File: src/rtl/inst_fetch_pkg.sv
// Shared constants, FSM encoding and queue entry layout for the instruction fetch unit.
package inst_fetch_pkg;

  localparam int unsigned WORD_W = 16;
  localparam int unsigned DEPTH_DEF = 4;
  localparam logic [WORD_W-1:0] RST_PC_DEF = 16'h0000;

  typedef enum logic [1:0] {
    IDLE   = 2'd0,
    RUN    = 2'd1,
    SQUASH = 2'd2
  } state_e;

  // One prefetch queue entry: the fetch address and the word read from it.
  typedef struct packed {
    logic [WORD_W-1:0] pc;
    logic [WORD_W-1:0] inst;
  } entry_t;

endpackage

File: src/rtl/inst_fetch_if.sv
// Bundles the instruction-memory port and the core-facing fetch port.
interface inst_fetch_if;
  import inst_fetch_pkg::*;

  logic              imem_re;
  logic [WORD_W-1:0] imem_addr;
  logic [WORD_W-1:0] imem_data;
  logic              take;
  logic              redirect;
  logic [WORD_W-1:0] redirect_pc;
  logic [WORD_W-1:0] meirei;
  logic              meirei_valid;
  logic [WORD_W-1:0] meirei_pc;

  // master: the fetch unit; slave: memory plus core driving it.
  modport master (
    output imem_re, imem_addr, meirei, meirei_valid, meirei_pc,
    input  imem_data, take, redirect, redirect_pc
  );

  modport slave (
    input  imem_re, imem_addr, meirei, meirei_valid, meirei_pc,
    output imem_data, take, redirect, redirect_pc
  );

endinterface

File: src/rtl/fetch_fifo.sv
// Prefetch queue: power-of-two circular buffer with synchronous flush.
module fetch_fifo #(
  parameter int unsigned DEPTH = 4,
  parameter int unsigned WIDTH = 32
) (
  input  logic                     clk,
  input  logic                     rst,
  input  logic                     push,
  input  logic [WIDTH-1:0]         push_data,
  input  logic                     pop,
  input  logic                     flush,
  output logic [WIDTH-1:0]         head,
  output logic [$clog2(DEPTH):0]   count,
  output logic                     full,
  output logic                     empty
);

  localparam int unsigned AW = $clog2(DEPTH);

  logic [WIDTH-1:0] mem_q [DEPTH];
  logic [AW-1:0]    wr_ptr_q, rd_ptr_q;
  logic [AW:0]      count_q;
  logic             do_push, do_pop;

  assign full    = (count_q == (AW+1)'(DEPTH));
  assign empty   = (count_q == '0);
  // Flush wins over both push and pop in the same cycle.
  assign do_push = push & ~full & ~flush;
  assign do_pop  = pop & ~empty & ~flush;
  assign head    = mem_q[rd_ptr_q];
  assign count   = count_q;

  // Data storage, deliberately left unreset.
  always_ff @(posedge clk) begin
    if (do_push) begin
      mem_q[wr_ptr_q] <= push_data;
    end
  end

  // Pointers and occupancy.
  always_ff @(posedge clk or negedge rst) begin
    if (!rst) begin
      wr_ptr_q <= '0;
      rd_ptr_q <= '0;
      count_q  <= '0;
    end else if (flush) begin
      wr_ptr_q <= '0;
      rd_ptr_q <= '0;
      count_q  <= '0;
    end else begin
      if (do_push) wr_ptr_q <= wr_ptr_q + AW'(1);
      if (do_pop)  rd_ptr_q <= rd_ptr_q + AW'(1);
      if (do_push && !do_pop) begin
        count_q <= count_q + (AW+1)'(1);
      end else if (do_pop && !do_push) begin
        count_q <= count_q - (AW+1)'(1);
      end
    end
  end

endmodule

File: src/rtl/inst_fetch.sv
// Instruction prefetch unit: issues single-cycle-latency reads into a small queue and
// presents the head word to the core, with flush-and-refetch on redirect.
module inst_fetch
  import inst_fetch_pkg::*;
#(
  parameter int unsigned       DEPTH  = DEPTH_DEF,
  parameter logic [WORD_W-1:0] RST_PC = RST_PC_DEF
) (
  input logic          clk,
  input logic          rst,
  inst_fetch_if.master bus
);

  localparam int unsigned AW = $clog2(DEPTH);

  state_e            state_q, state_d;
  logic [WORD_W-1:0] fpc_q, fpc_d;
  logic              inflight_q;
  logic [WORD_W-1:0] inflight_pc_q;
  logic [WORD_W-1:0] hold_inst_q, hold_pc_q;

  logic              issue, push, pop, flush, redirect_act, room;
  logic [AW:0]       count;
  logic              full, empty;
  entry_t            head, push_entry;

  // Credit check counts the outstanding read; a same-cycle take is not credited.
  assign room = ~full & ((count + (AW+1)'(inflight_q)) < (AW+1)'(DEPTH));

  assign push_entry = '{pc: inflight_pc_q, inst: bus.imem_data};

  fetch_fifo #(
    .DEPTH (DEPTH),
    .WIDTH (2 * WORD_W)
  ) u_fifo (
    .clk       (clk),
    .rst       (rst),
    .push      (push),
    .push_data (push_entry),
    .pop       (pop),
    .flush     (flush),
    .head      (head),
    .count     (count),
    .full      (full),
    .empty     (empty)
  );

  // FSM next state and per-cycle queue/fetch controls.
  always_comb begin
    state_d      = state_q;
    issue        = 1'b0;
    push         = 1'b0;
    pop          = 1'b0;
    flush        = 1'b0;
    redirect_act = 1'b0;
    case (state_q)
      IDLE: state_d = RUN;
      RUN: begin
        if (bus.redirect) begin
          // Returning word is dropped here; SQUASH covers the read slot.
          redirect_act = 1'b1;
          flush        = 1'b1;
          state_d      = inflight_q ? SQUASH : RUN;
        end else begin
          issue = room;
          push  = inflight_q;
          pop   = bus.take & ~empty;
        end
      end
      SQUASH: begin
        if (bus.redirect) begin
          redirect_act = 1'b1;
          flush        = 1'b1;
          state_d      = SQUASH;
        end else begin
          state_d = RUN;
        end
      end
      default: state_d = IDLE;
    endcase
  end

  // Fetch pointer: redirect target, else advance on each issued read.
  always_comb begin
    fpc_d = fpc_q;
    if (redirect_act) begin
      fpc_d = bus.redirect_pc;
    end else if (issue) begin
      fpc_d = fpc_q + 16'd1;
    end
  end

  // State, fetch pointer and outstanding-read tracking.
  always_ff @(posedge clk or negedge rst) begin
    if (!rst) begin
      state_q       <= IDLE;
      fpc_q         <= RST_PC;
      inflight_q    <= 1'b0;
      inflight_pc_q <= '0;
    end else begin
      state_q    <= state_d;
      fpc_q      <= fpc_d;
      inflight_q <= issue;
      if (issue) inflight_pc_q <= fpc_q;
    end
  end

  // Shadow of the head so meirei holds its last value once the queue drains.
  always_ff @(posedge clk or negedge rst) begin
    if (!rst) begin
      hold_inst_q <= '0;
      hold_pc_q   <= '0;
    end else if (!empty) begin
      hold_inst_q <= head.inst;
      hold_pc_q   <= head.pc;
    end
  end

  assign bus.imem_re      = issue;
  assign bus.imem_addr    = issue ? fpc_q : '0;
  assign bus.meirei_valid = ~empty;
  assign bus.meirei       = empty ? hold_inst_q : head.inst;
  assign bus.meirei_pc    = empty ? hold_pc_q : head.pc;

endmodule

File: src/flat_wrapper.sv
// flat-port wrapper written by rule: the top's interface ports become plain ports
module inst_fetch_flat import inst_fetch_pkg::*;
#(
  parameter int unsigned       DEPTH  = DEPTH_DEF,
  parameter logic [WORD_W-1:0] RST_PC = RST_PC_DEF
)
  (clk, rst, bus_imem_re, bus_imem_addr, bus_meirei, bus_meirei_valid, bus_meirei_pc, bus_imem_data, bus_take, bus_redirect, bus_redirect_pc);
  inst_fetch_if bus_i ();
  input logic clk;
  input logic rst;
  output wire logic [$bits(bus_i.imem_re)-1:0] bus_imem_re;
  output wire logic [$bits(bus_i.imem_addr)-1:0] bus_imem_addr;
  output wire logic [$bits(bus_i.meirei)-1:0] bus_meirei;
  output wire logic [$bits(bus_i.meirei_valid)-1:0] bus_meirei_valid;
  output wire logic [$bits(bus_i.meirei_pc)-1:0] bus_meirei_pc;
  input wire logic [$bits(bus_i.imem_data)-1:0] bus_imem_data;
  input wire logic [$bits(bus_i.take)-1:0] bus_take;
  input wire logic [$bits(bus_i.redirect)-1:0] bus_redirect;
  input wire logic [$bits(bus_i.redirect_pc)-1:0] bus_redirect_pc;
  assign bus_imem_re = bus_i.imem_re;
  assign bus_imem_addr = bus_i.imem_addr;
  assign bus_meirei = bus_i.meirei;
  assign bus_meirei_valid = bus_i.meirei_valid;
  assign bus_meirei_pc = bus_i.meirei_pc;
  assign bus_i.imem_data = bus_imem_data;
  assign bus_i.take = bus_take;
  assign bus_i.redirect = bus_redirect;
  assign bus_i.redirect_pc = bus_redirect_pc;
  inst_fetch #(.DEPTH(DEPTH), .RST_PC(RST_PC)) u_core (.clk(clk), .rst(rst), .bus(bus_i));
endmodule
File: config.mk
export PLATFORM = sky130hd
export DESIGN_NAME = inst_fetch_flat
export DESIGN_NICKNAME = d
export VERILOG_FILES = /design/src/rtl/inst_fetch_pkg.sv /design/src/rtl/inst_fetch_if.sv /design/src/rtl/fetch_fifo.sv /design/src/rtl/inst_fetch.sv /design/src/flat_wrapper.sv
export SDC_FILE = /design/constraint.sdc
export NUM_CORES = 1
export LEC_CHECK = 0
export ABC_AREA = 1
export CORE_ASPECT_RATIO = 0.75
export CORE_MARGIN = 4
export CORE_UTILIZATION = 35
export CTS_CLUSTER_DIAMETER = 150
export DETAILED_ROUTE_END_ITERATION = 10
export GPL_TIMING_DRIVEN = 0
export PLACE_DENSITY = 0.65
export SETUP_SLACK_MARGIN = 0.5
export SYNTH_ARGS = -nofsm -noshare
export SYNTH_HDL_FRONTEND = slang
export SYNTH_SLANG_ARGS = --single-unit
File: constraint.sdc
create_clock -name clk -period 5.6 [get_ports clk]
set_input_delay 0.84 -clock clk [delete_from_list [all_inputs] [get_ports clk]]
set_output_delay 0.84 -clock clk [all_outputs]
set_load 0.02 [all_outputs]
# Word level (Yosys, flattened, before mapping)
# Memory sizes are Yosys's and may differ from the RTL's.
# Index checks and enable logic that the tools add are counted.
[word_totals] out_inout_bits=50 mem_bits_rw=128 input_bits=36 mem_count=1 word_cells=67 regBits=74
[memory_table] memory="u_core.u_fifo.mem_q" words=4 word_bits=32 rd=1 rd_ports_with_merged_regs=0 write_ports=1 line="fetch_fifo.sv:20" rtl="logic [WIDTH-1:0] mem_q [DEPTH];"
[op_classes] eq_ne=4 muxes=26 magnitude_cmp=1 addsub=6 bitwise_logic=9 n_reduce_logical=11
[op_table] op="$mux 16" n=5
[op_table] op="$add 16x1->16 const B" n=1
[op_table] op="$mux 2" n=7
[op_table] op="$mux 1" n=10
[op_table] op="$mux 3" n=3
[op_table] op="$and 1x1->1" n=6
[op_table] op="$pmux 2 s3" n=1
[op_table] op="$reduce_bool 2->1" n=3
[op_table] op="$add 2x1->2 const B" n=2
[op_table] op="$add 3x1->3" n=1
[op_table] op="$add 3x1->3 const B" n=1
[op_table] op="$eq 3x3->1 const B" n=1
[op_table] op="$logic_not 3->1" n=1
[op_table] op="$lt 3x3->1 const B" n=1
[op_table] op="$not 1->1" n=3
[op_table] op="$reduce_bool 3->1" n=1
[op_table] op="$sub 3x1->3 const B" n=1
[op_table] op="$eq 2x1->1 const B" n=1
[op_table] op="$eq 2x2->1 const B" n=1
[op_table] op="$logic_and 1x1->1" n=2
[op_table] op="$logic_not 1->1" n=2
[op_table] op="$logic_not 2->1" n=1
[op_table] op="$ne 2x2->1 const B" n=1
[op_table] op="$reduce_or 2->1" n=1

# Depth between registers and ports, before layout
# Gate-level depths: netlist of the first run.
[logic_depth] word_depth=11 mapped_depth=11 ltp_nobuf=11

# Hierarchy
# A second synthesis of the first run with hierarchy kept.
[hier_totals] hier_cells=788 area_unflattened_um2=8523.2
[by_module_without_submodules] mod="fetch_fifo" area_per_inst_um2=5258.8 instances=1 cells_each=377 seq_area_each_um2=4018.9
[by_module_without_submodules] mod="inst_fetch" area_per_inst_um2=3264.4 instances=1 cells_each=411 seq_area_each_um2=1676.6

# Worst setup path before layout of the first run
# OpenSTA, ideal clock, no wires.
[synth_path] kind="input to register" startpoint="in bus_redirect" endpoint="mem u_core.u_fifo.mem_q[0][0], enable pin" path_buffers=0 arrival_ns=2.546 path_stages=3 t_required_ns=5.179 setup_time_ns=0.421 setup_slack_ns=2.633 cell_sequence="inv_1 -> nand4_1 -> nor2_1"
[synth_between] elab_chain_cells=6 word_cells_on_any_way=9 cone_classes="6 x mux; 3 x bitwise"
[synth_rtl] element="start: declaration" line="flat_wrapper.sv:18" rtl="input wire logic [$bits(bus_i.redirect)-1:0] bus_redirect;"
[synth_rtl] element="$mux 1, on equally long branches" line="inst_fetch.sv:59, inst_fetch.sv:71"
[synth_rtl] element="$mux 1, on equally long branches"
[synth_rtl] element="$and 1x1->1 / $not 1->1 (equally long branches)" line="fetch_fifo.sv:28" rtl="assign do_push = push & ~full & ~flush;"
[synth_rtl] element="$and 1x1->1 (*)" line="fetch_fifo.sv:28"
[synth_rtl] element="$mux 1 (*)" line="fetch_fifo.sv:35" rtl="if (do_push) begin"
[synth_rtl] element="$mux 1 (not written as such) (*)" line="fetch_fifo.sv:36" rtl="mem_q[wr_ptr_q] <= push_data;"
[synth_rtl] element="end: declaration" line="fetch_fifo.sv:20"
# Mark *: on every way between the ends. The rest lies on a longest branch, timed or not.

# Final worst setup path of the first run
[layout_path] startpoint="reg u_core.u_fifo.rd_ptr_q[0]" endpoint="out bus_meirei_pc[3]"
[layout_between] elab_chain_cells=2
[layout_rtl] element="start: declaration" line="fetch_fifo.sv:21" rtl="logic [AW-1:0] wr_ptr_q, rd_ptr_q;"
[layout_rtl] element="start signal: assignment" line="fetch_fifo.sv:52" rtl="if (do_pop) rd_ptr_q <= rd_ptr_q + AW'(1);"
[layout_rtl] element="$mem_v2 4x32"
[layout_rtl] element="$mux 16" line="inst_fetch.sv:123" rtl="assign bus.meirei_pc = empty ? hold_pc_q : head.pc;"
[layout_rtl] element="end: declaration" line="flat_wrapper.sv:15" rtl="output wire logic [$bits(bus_i.meirei_pc)-1:0] bus_meirei_pc;"
# No other way between the ends.

==> flow_metrics.py, run 1 <==
metrics = {
    "run_status": {
        "status": "complete, no violations",
    },
    "timing": {
        "fin_ws_ns": 1.97,
        "setup_viol": 0,
        "fmax_ghz": 0.275,
        "slew_violations": 0,
        "skew_ns": 0.0217,
        "slew_headroom": 0.560,
        "period_needed_ns": 3.63,
        "min_period_over_period": 0.649,
        "rsz0062_at_grt": "false",
        "setup-tns-final_ns": 0,
        "tightest_slew_ns": 0.660,
        "hold_viol": 0,
    },
    "placement": {
        "place_congestion": 0.863,
        "pre_cts_slack_ns": 2.00,
        "hpwl_mm": 13.2,
        "place_inst": 1163,
        "placed_area_um2": 9730,
        "io_buffers": 85,
    },
    "clock_network": {
        "clk_latency_ns": 0.50,
        "clock_sinks": 202,
        "cts_setup_buffers": 0,
        "cts_made_buffers": 20,
        "htreeDepth": 1,
        "path_clk_slew_ns": 0.07,
        "hold_buffers": 0,
        "cts_buffer_depth": 3,
        "cts_resized": 0,
        "cts_tree": "built",
        "clock-root-buffer": "clkbuf_16",
    },
    "floorplan": {
        "coreArea_um2": 23200,
        "start_util": 0.359,
        "die_y_um": 142,
        "std_cell_rows": 48,
        "dieArea_um2": 26400,
        "ios": 86,
        "die_w_um": 186,
    },
    "final_layout": {
        "design_area_um2": 10300,
        "nFillCells": 2142,
        "final_cells": 1199,
        "syn2layout_area_growth_pct": 23.7,
        "drive_gt1_frac": 0.0879,
        "regArea_um2": 5700,
        "multi_input_area_um2": 2300,
        "antenna_cells": 0,
        "fin_nets": 932,
        "final_core_util": 0.444,
    },
    "flow_run": {
        "drv_cap": 0,
    },
    "synth": {
        "ys_ff_latch": 202,
        "ys.flop_type": "edfxtp_1",
        "postSynthCellCount": 773,
        "async_reset_ff_frac": 0.366,
        "yosysSeqAreaShare": 0.683,
        "yosysWarnings": 0,
        "yosysUniqueCellTypes": 31,
        "syn-cell-area_um2": 8340,
        "synth_nets": 820,
        "synth_area_per_cell_um2": 10.8,
        "synth_edf_count": 128,
    },
    "power_and_ir_drop": {
        "intPower_mw": 3.42,
        "p_leak_nw": 3.98,
        "power_switching_mw": 2.10,
        "pwr-share-clk": 0.223,
        "p_sw_frac": 0.380,
        "p_comb_frac": 0.389,
        "vdd_drop_max_v": 0.000245,
        "pwr-share-seq": 0.387,
        "p_per_area_nw_per_um2": 535,
    },
    "route": {
        "num_vias": 5869,
        "first_pass_iters": 7,
        "final_antenna_net_count": 0,
        "wl_per_cell_um": 16.5,
        "drt_drc_violations_left": 0,
        "viasPerCell": 4.89,
        "drt_iter0_markers": 457,
        "totalWireLength_mm": 19.8,
    },
    "global_routing": {
        "track_usage": 0.152,
        "grt_pass1_wl_mm": 31.7,
        "antenna_found_initial": 0,
        "first_global_vias": 5822,
        "grt_overflow": 0,
        "grt_max_degree": 56,
    },
    "setup_path": {
        "endpoint_kind": "output pin",
        "cp.arrival_ns": 2.79,
        "crit_fanout": 10,
        "start_kind": "register",
        "worst-endpoint-required_ns": 4.76,
        "worstSetupPathType": "register to output pin",
        "r2r_cells": 5,
    },
    "worst_hold_path": {
        "hold_path_class": "primary input to asynchronous set/reset pin",
    },
}
## critical path, cell delays in order, from the launching register on
cell and delay (ns):
dfrtp_1 0.39, inv_2 0.07, buf_2 0.21, clkbuf_1 0.46
o21ai_0 0.19, a31oi_1 0.30, clkdlybuf4s50_1 0.67
## metrics by stage
| step | power [mW] | hold slack, ns |
|---|---|---|
| 3_3_place_gp | 4.27 | 0.486 |
| 6_report | 5.52 | 0.238 |
| 4_1_cts | 5.56 | 0.226 |
| 5_1_grt | 5.88 | 0.243 |
| 2_1_floorplan | 3.39 | 0.464 |
| 3_5_place_dp | 4.33 | 0.492 |
## power groups by stage
| stage | sequential, mW | clock (mW) | combinational [mW] |
|---|---|---|---|
| 2_1_floorplan | 2.10 | 0 | 1.29 |
| 3_3_place_gp | 2.16 | 0 | 2.11 |
| 3_5_place_dp | 2.17 | 0 | 2.16 |
| 4_1_cts | 2.14 | 1.26 | 2.17 |
| 5_1_grt | 2.18 | 1.31 | 2.38 |
| 6_report | 2.14 | 1.23 | 2.15 |
## cells in the final DEF (no fill, tap or decap), types with 4 or more instances in the layout
cell type / Yosys / layout
buf_6: 5 / 5
xor2_1: 4 / 4
edfxtp_1: 128 / 128
nor2_4: 1 / 5
clkbuf_16: 0 / 20
dfrtp_1: 74 / 74
nand4_1: 4 / 4
inv_1: 40 / 40
buf_4: 4 / 5
o21ai_1: 15 / 15
o21ai_0: 78 / 78
nor2_1: 213 / 209
buf_2: 19 / 19
nand3_1: 24 / 24
buf_16: 0 / 4
clkbuf_1: 8 / 11
clkdlybuf4s50_1: 0 / 84
nand2_1: 90 / 90
clkinv_2: 0 / 8
a21oi_1: 7 / 7
ha_1: 10 / 10
a31oi_1: 32 / 32
## Yosys cell counts, drive strengths merged (2+ instances only)
cell	number	share of area
nand2	91	0.041
nor2	216	0.099
clkbuf	8	0.0036
edfxtp	128	0.46
ha	10	0.015
o21ai	93	0.056
o22ai	3	0.0030
nand4	4	0.0030
inv	42	0.019
xor2	4	0.0042
nand3	25	0.016
a21oi	7	0.0042
buf	29	0.022
dfrtp	74	0.22
a211oi	2	0.0018
a31oi	32	0.024
## area by class of cell
class,instances,area share
tap,300,0.0364
clock buffer,23,0.0496
timing repair buffer,90,0.0948
multi-input combinational,492,0.223
buffer,37,0.0208
inverter,42,0.0153
sequential,202,0.552
clock inverter,13,0.00824
## layer usage
metal  routed length, um  GRT usage  part of all wire
met3                1610     0.0359             0.081
met1                9350      0.224              0.47
met5                   0          0                 0
met2                8520      0.231              0.43
met4                 310     0.0307             0.016
## cell families (layout without fill, tap and decap cells)
family	count (synthesis)	count (layout)	share of synthesized area
flip-flops	202	202	0.683
XOR/XNOR	5	5	0.00525
buffers and inverters	79	205	0.0447
AO/OA/AOI/OAI	139	139	0.0906
AND/OR/NAND/NOR	337	337	0.159
adder cells (fa/ha/maj)	11	11	0.0174
## flip-flops by register name, indices dropped and copies added, names as in the netlist
| name | flops |
|---|---|
| u_core.u_fifo.mem_q | 128 |
| u_core.inflight_pc_q | 16 |
| u_core.u_fifo.count | 3 |
| u_core.state_q | 2 |
| u_core.u_fifo.rd_ptr_q | 2 |
| u_core.u_fifo.wr_ptr_q | 2 |
| u_core.hold_inst_q | 16 |
| u_core.hold_pc_q | 16 |
| u_core.fpc_q | 16 |
| u_core.inflight_q | 1 |
## final timing paths
path | start | end | slack, ns
max | u_core.u_fifo.rd_ptr_q[0] | bus_meirei_pc[3] | 1.97
min | rst | u_core.hold_inst_q[7] | 0.24
max reg2reg | u_core.state_q[1] | u_core.u_fifo.mem_q[0][13] | 3.14
min reg2reg | u_core.fpc_q[15] | u_core.fpc_q[15] | 0.51
max in group asynchronous | rst | u_core.inflight_pc_q[6] | 4.74
min in group clk | u_core.fpc_q[15] | u_core.fpc_q[15] | 0.51
Power figures use the tool's default switching activity.
==> inputs of run 2 (changes only) <==
--- a/config.mk
+++ b/config.mk
@@ -12,7 +12,7 @@
 export CTS_CLUSTER_DIAMETER = 150
 export DETAILED_ROUTE_END_ITERATION = 10
 export GPL_TIMING_DRIVEN = 0
-export PLACE_DENSITY = 0.65
+export PLACE_DENSITY = 0.67
 export SETUP_SLACK_MARGIN = 0.5
 export SYNTH_ARGS = -nofsm -noshare
 export SYNTH_HDL_FRONTEND = slang
==> constraint.sdc (replaced) <==
create_clock -name clk -period 2.95 [get_ports clk]
set_input_delay 0.4425 -clock clk [delete_from_list [all_inputs] [get_ports clk]]
set_output_delay 0.4425 -clock clk [all_outputs]
set_load 0.02 [all_outputs]
==> run 2 against run 1 <==
Worst setup slack worse by 1.4 ns. Clock skew is 0.011 ns lower. Sequential cell count stayed put. Critical path depth is 1 higher. Count of clock-buffer cells in the layout is 2 lower. Hold slack better by 0.12 ns. Final cell count is 1.8% higher. Routed wire length is 4.4% higher. Design area is 7.6% higher. Global-route usage is 0.19 points higher. Sequential share of layout area is 3.9 points lower.
==> flow_metrics.py, run 2 (synthesis gave the netlist of run 1 again) <==
metrics = {
    "setup_path": {
        "worstSetupPathType": "register to output pin",
        "rrSetupSlack_ns": 0.69,
        "cpMaxStageDelayCell": "dfrtp_1",
        "crit_top_cell": "buf_4",
        "r2r_cells": 12,
        "worst-endpoint-required_ns": 2.51,
        "path_cells": "buf_4, buf_4, nor2_1, nor2_1, o21ai_0, a31oi_4, buf_4",
        "cp.arrival_ns": 1.96,
        "cpPeakStageDelay_ns": 0.36,
        "r2r-start": "u_core.state_q[1]",
        "reg2reg_to": "u_core.u_fifo.count[2]",
        "crit_fanout": 10,
        "start_kind": "register",
        "endpoint_kind": "output pin",
    },
    "run_status": {
        "status": "complete, no violations",
    },
    "clock_network": {
        "clk_latency_ns": 0.48,
        "cts_tree": "built",
        "cts_buffer_depth": 3,
        "cts_made_buffers": 21,
        "htreeDepth": 1,
        "clock_sinks": 202,
        "path_clk_slew_ns": 0.06,
        "clock-root-buffer": "clkbuf_16",
    },
    "placement": {
        "io_buffers": 85,
        "hpwl_mm": 13.1,
        "place_inst": 1163,
        "place_congestion": 0.881,
    },
    "final_layout": {
        "final_cell_mix": "nor2_1 (185), edfxtp_1 (128), nand2_1 (89), dfrtp_1 (73), o21ai_0 (61)",
        "syn2layout_area_growth_pct": 33.1,
        "layout_commonest_cell": "nor2_1",
        "fin_nets": 953,
        "largest_reg_flops": 128,
        "antenna_cells": 0,
        "final_cells": 1220,
        "regMostFlops": "u_core.u_fifo.mem_q",
        "nFillCells": 2072,
        "drive_gt1_frac": 0.238,
    },
    "timing": {
        "rsz0062_at_grt": "true",
        "fmax_ghz": 0.416,
        "slew_violations": 0,
        "skew_ns": 0.0110,
        "slew_headroom": 0.622,
        "period_needed_ns": 2.40,
        "tightest_slew_ns": 0.566,
        "setup_viol": 0,
        "min_period_over_period": 0.815,
        "hold_viol": 0,
        "holdWs_ns": 0.355,
    },
    "flow_run": {
        "drv_cap": 0,
    },
    "global_routing": {
        "first_global_vias": 5955,
        "grt_pass1_wl_mm": 32.2,
        "track_usage": 0.154,
        "grt_max_degree": 64,
        "grt_overflow": 0,
        "antenna_found_initial": 0,
    },
    "floorplan": {
        "coreArea_um2": 23200,
        "die_w_um": 186,
        "start_util": 0.359,
        "dieArea_um2": 26400,
        "die_y_um": 142,
        "std_cell_rows": 48,
        "ios": 86,
    },
    "route": {
        "viasPerCell": 4.97,
        "first_pass_iters": 5,
        "drt_iter0_markers": 479,
        "num_vias": 6059,
        "totalWireLength_mm": 20.7,
        "final_antenna_net_count": 0,
        "wl_per_cell_um": 16.9,
        "drt_drc_violations_left": 0,
    },
    "worst_hold_path": {
        "hold_path_class": "primary input to asynchronous set/reset pin",
    },
    "power_and_ir_drop": {
        "pwr-share-clk": 0.240,
        "pwr-share-seq": 0.347,
        "vdd_drop_max_v": 0.000463,
        "power_switching_mw": 4.47,
        "intPower_mw": 7.33,
        "p_per_area_nw_per_um2": 1060,
        "p_leak_nw": 4.27,
        "p_sw_frac": 0.379,
        "p_comb_frac": 0.413,
    },
}
[run 2: cell types whose count changed in the layout (fill, tap and decap cells not counted), moves of 11 or more]
cell and delta:
buf_2 -11, nor2_2 +12, buf_6 +24, o21ai_1 +16, a31oi_4 +14, clkbuf_1 -11
a31oi_1 -30, nor2_4 +12, clkdlybuf4s50_1 -50, nor2_1 -24, o21ai_0 -17, a31oi_2 +16
buf_4 +55
[run 2: layout make-up]
class,instances,area (um^2),area share
sequential,202,5700,0.513
clock inverter,16,211,0.0190
inverter,42,161,0.0145
buffer,37,324,0.0292
clock buffer,21,526,0.0473
multi-input combinational,492,2770,0.249
timing repair buffer,110,1040,0.0939
tap,300,375,0.0338
[run 2: repair_timing]
action,CTS,global route
hold endpoints to repair,11,0
resized for setup,308,132
hold buffers,1,0
setup buffers,12,7
setup endpoints to repair,69,50
pin swaps,3,9
[run 2: power groups by stage]
stage / combinational, mW / clock [mW] / sequential (mW)
2_1_floorplan: 2.44 / 0 / 3.99
3_3_place_gp: 4.00 / 0 / 4.10
3_5_place_dp: 4.09 / 0 / 4.12
4_1_cts: 4.28 / 2.88 / 4.07
5_1_grt: 5.31 / 3.01 / 4.15
6_report: 4.88 / 2.83 / 4.09
[run 2: metrics by stage]
step	cell area, um^2	total power, mW	util	setup slack (ns)	TNS, ns
finish	11100	11.8	0.478	0.546	0
detailed placement	9710	8.20	0.418	0.0376	0
global route	11100	12.5	0.478	0.456	0
global placement	9570	8.10	0.412	-1.54	-281.28
floorplan	8340	6.44	-	0.232	0
CTS	10700	11.2	0.459	0.485	0
[run 2: worst max path at each step]
stage,startpoint,to,cells past startpoint
after floorplan,u_core.state_q[1],u_core.u_fifo.mem_q[0][0],4
after global placement,rst,u_core.inflight_q,1
after detailed placement,bus_redirect,u_core.u_fifo.count[2],10
after CTS,u_core.u_fifo.rd_ptr_q[0],bus_meirei_pc[3],6
after global routing,u_core.state_q[1],bus_imem_addr[2],9
final,u_core.u_fifo.rd_ptr_q[0],bus_meirei_pc[7],7
[run 2: worst max-delay path: cells and delay by family, from the launching register on]
family / cells / cell delay, ns
flip-flops: 1 / 0.36
buffers and inverters: 3 / 0.58
AND/OR/NAND/NOR: 2 / 0.14
AO/OA/AOI/OAI: 2 / 0.39
[run 2: metal layers]
layer,part of all wire,track usage
met5,0,0
met4,0.013,0.0253
met3,0.075,0.0302
met2,0.44,0.238
met1,0.47,0.229
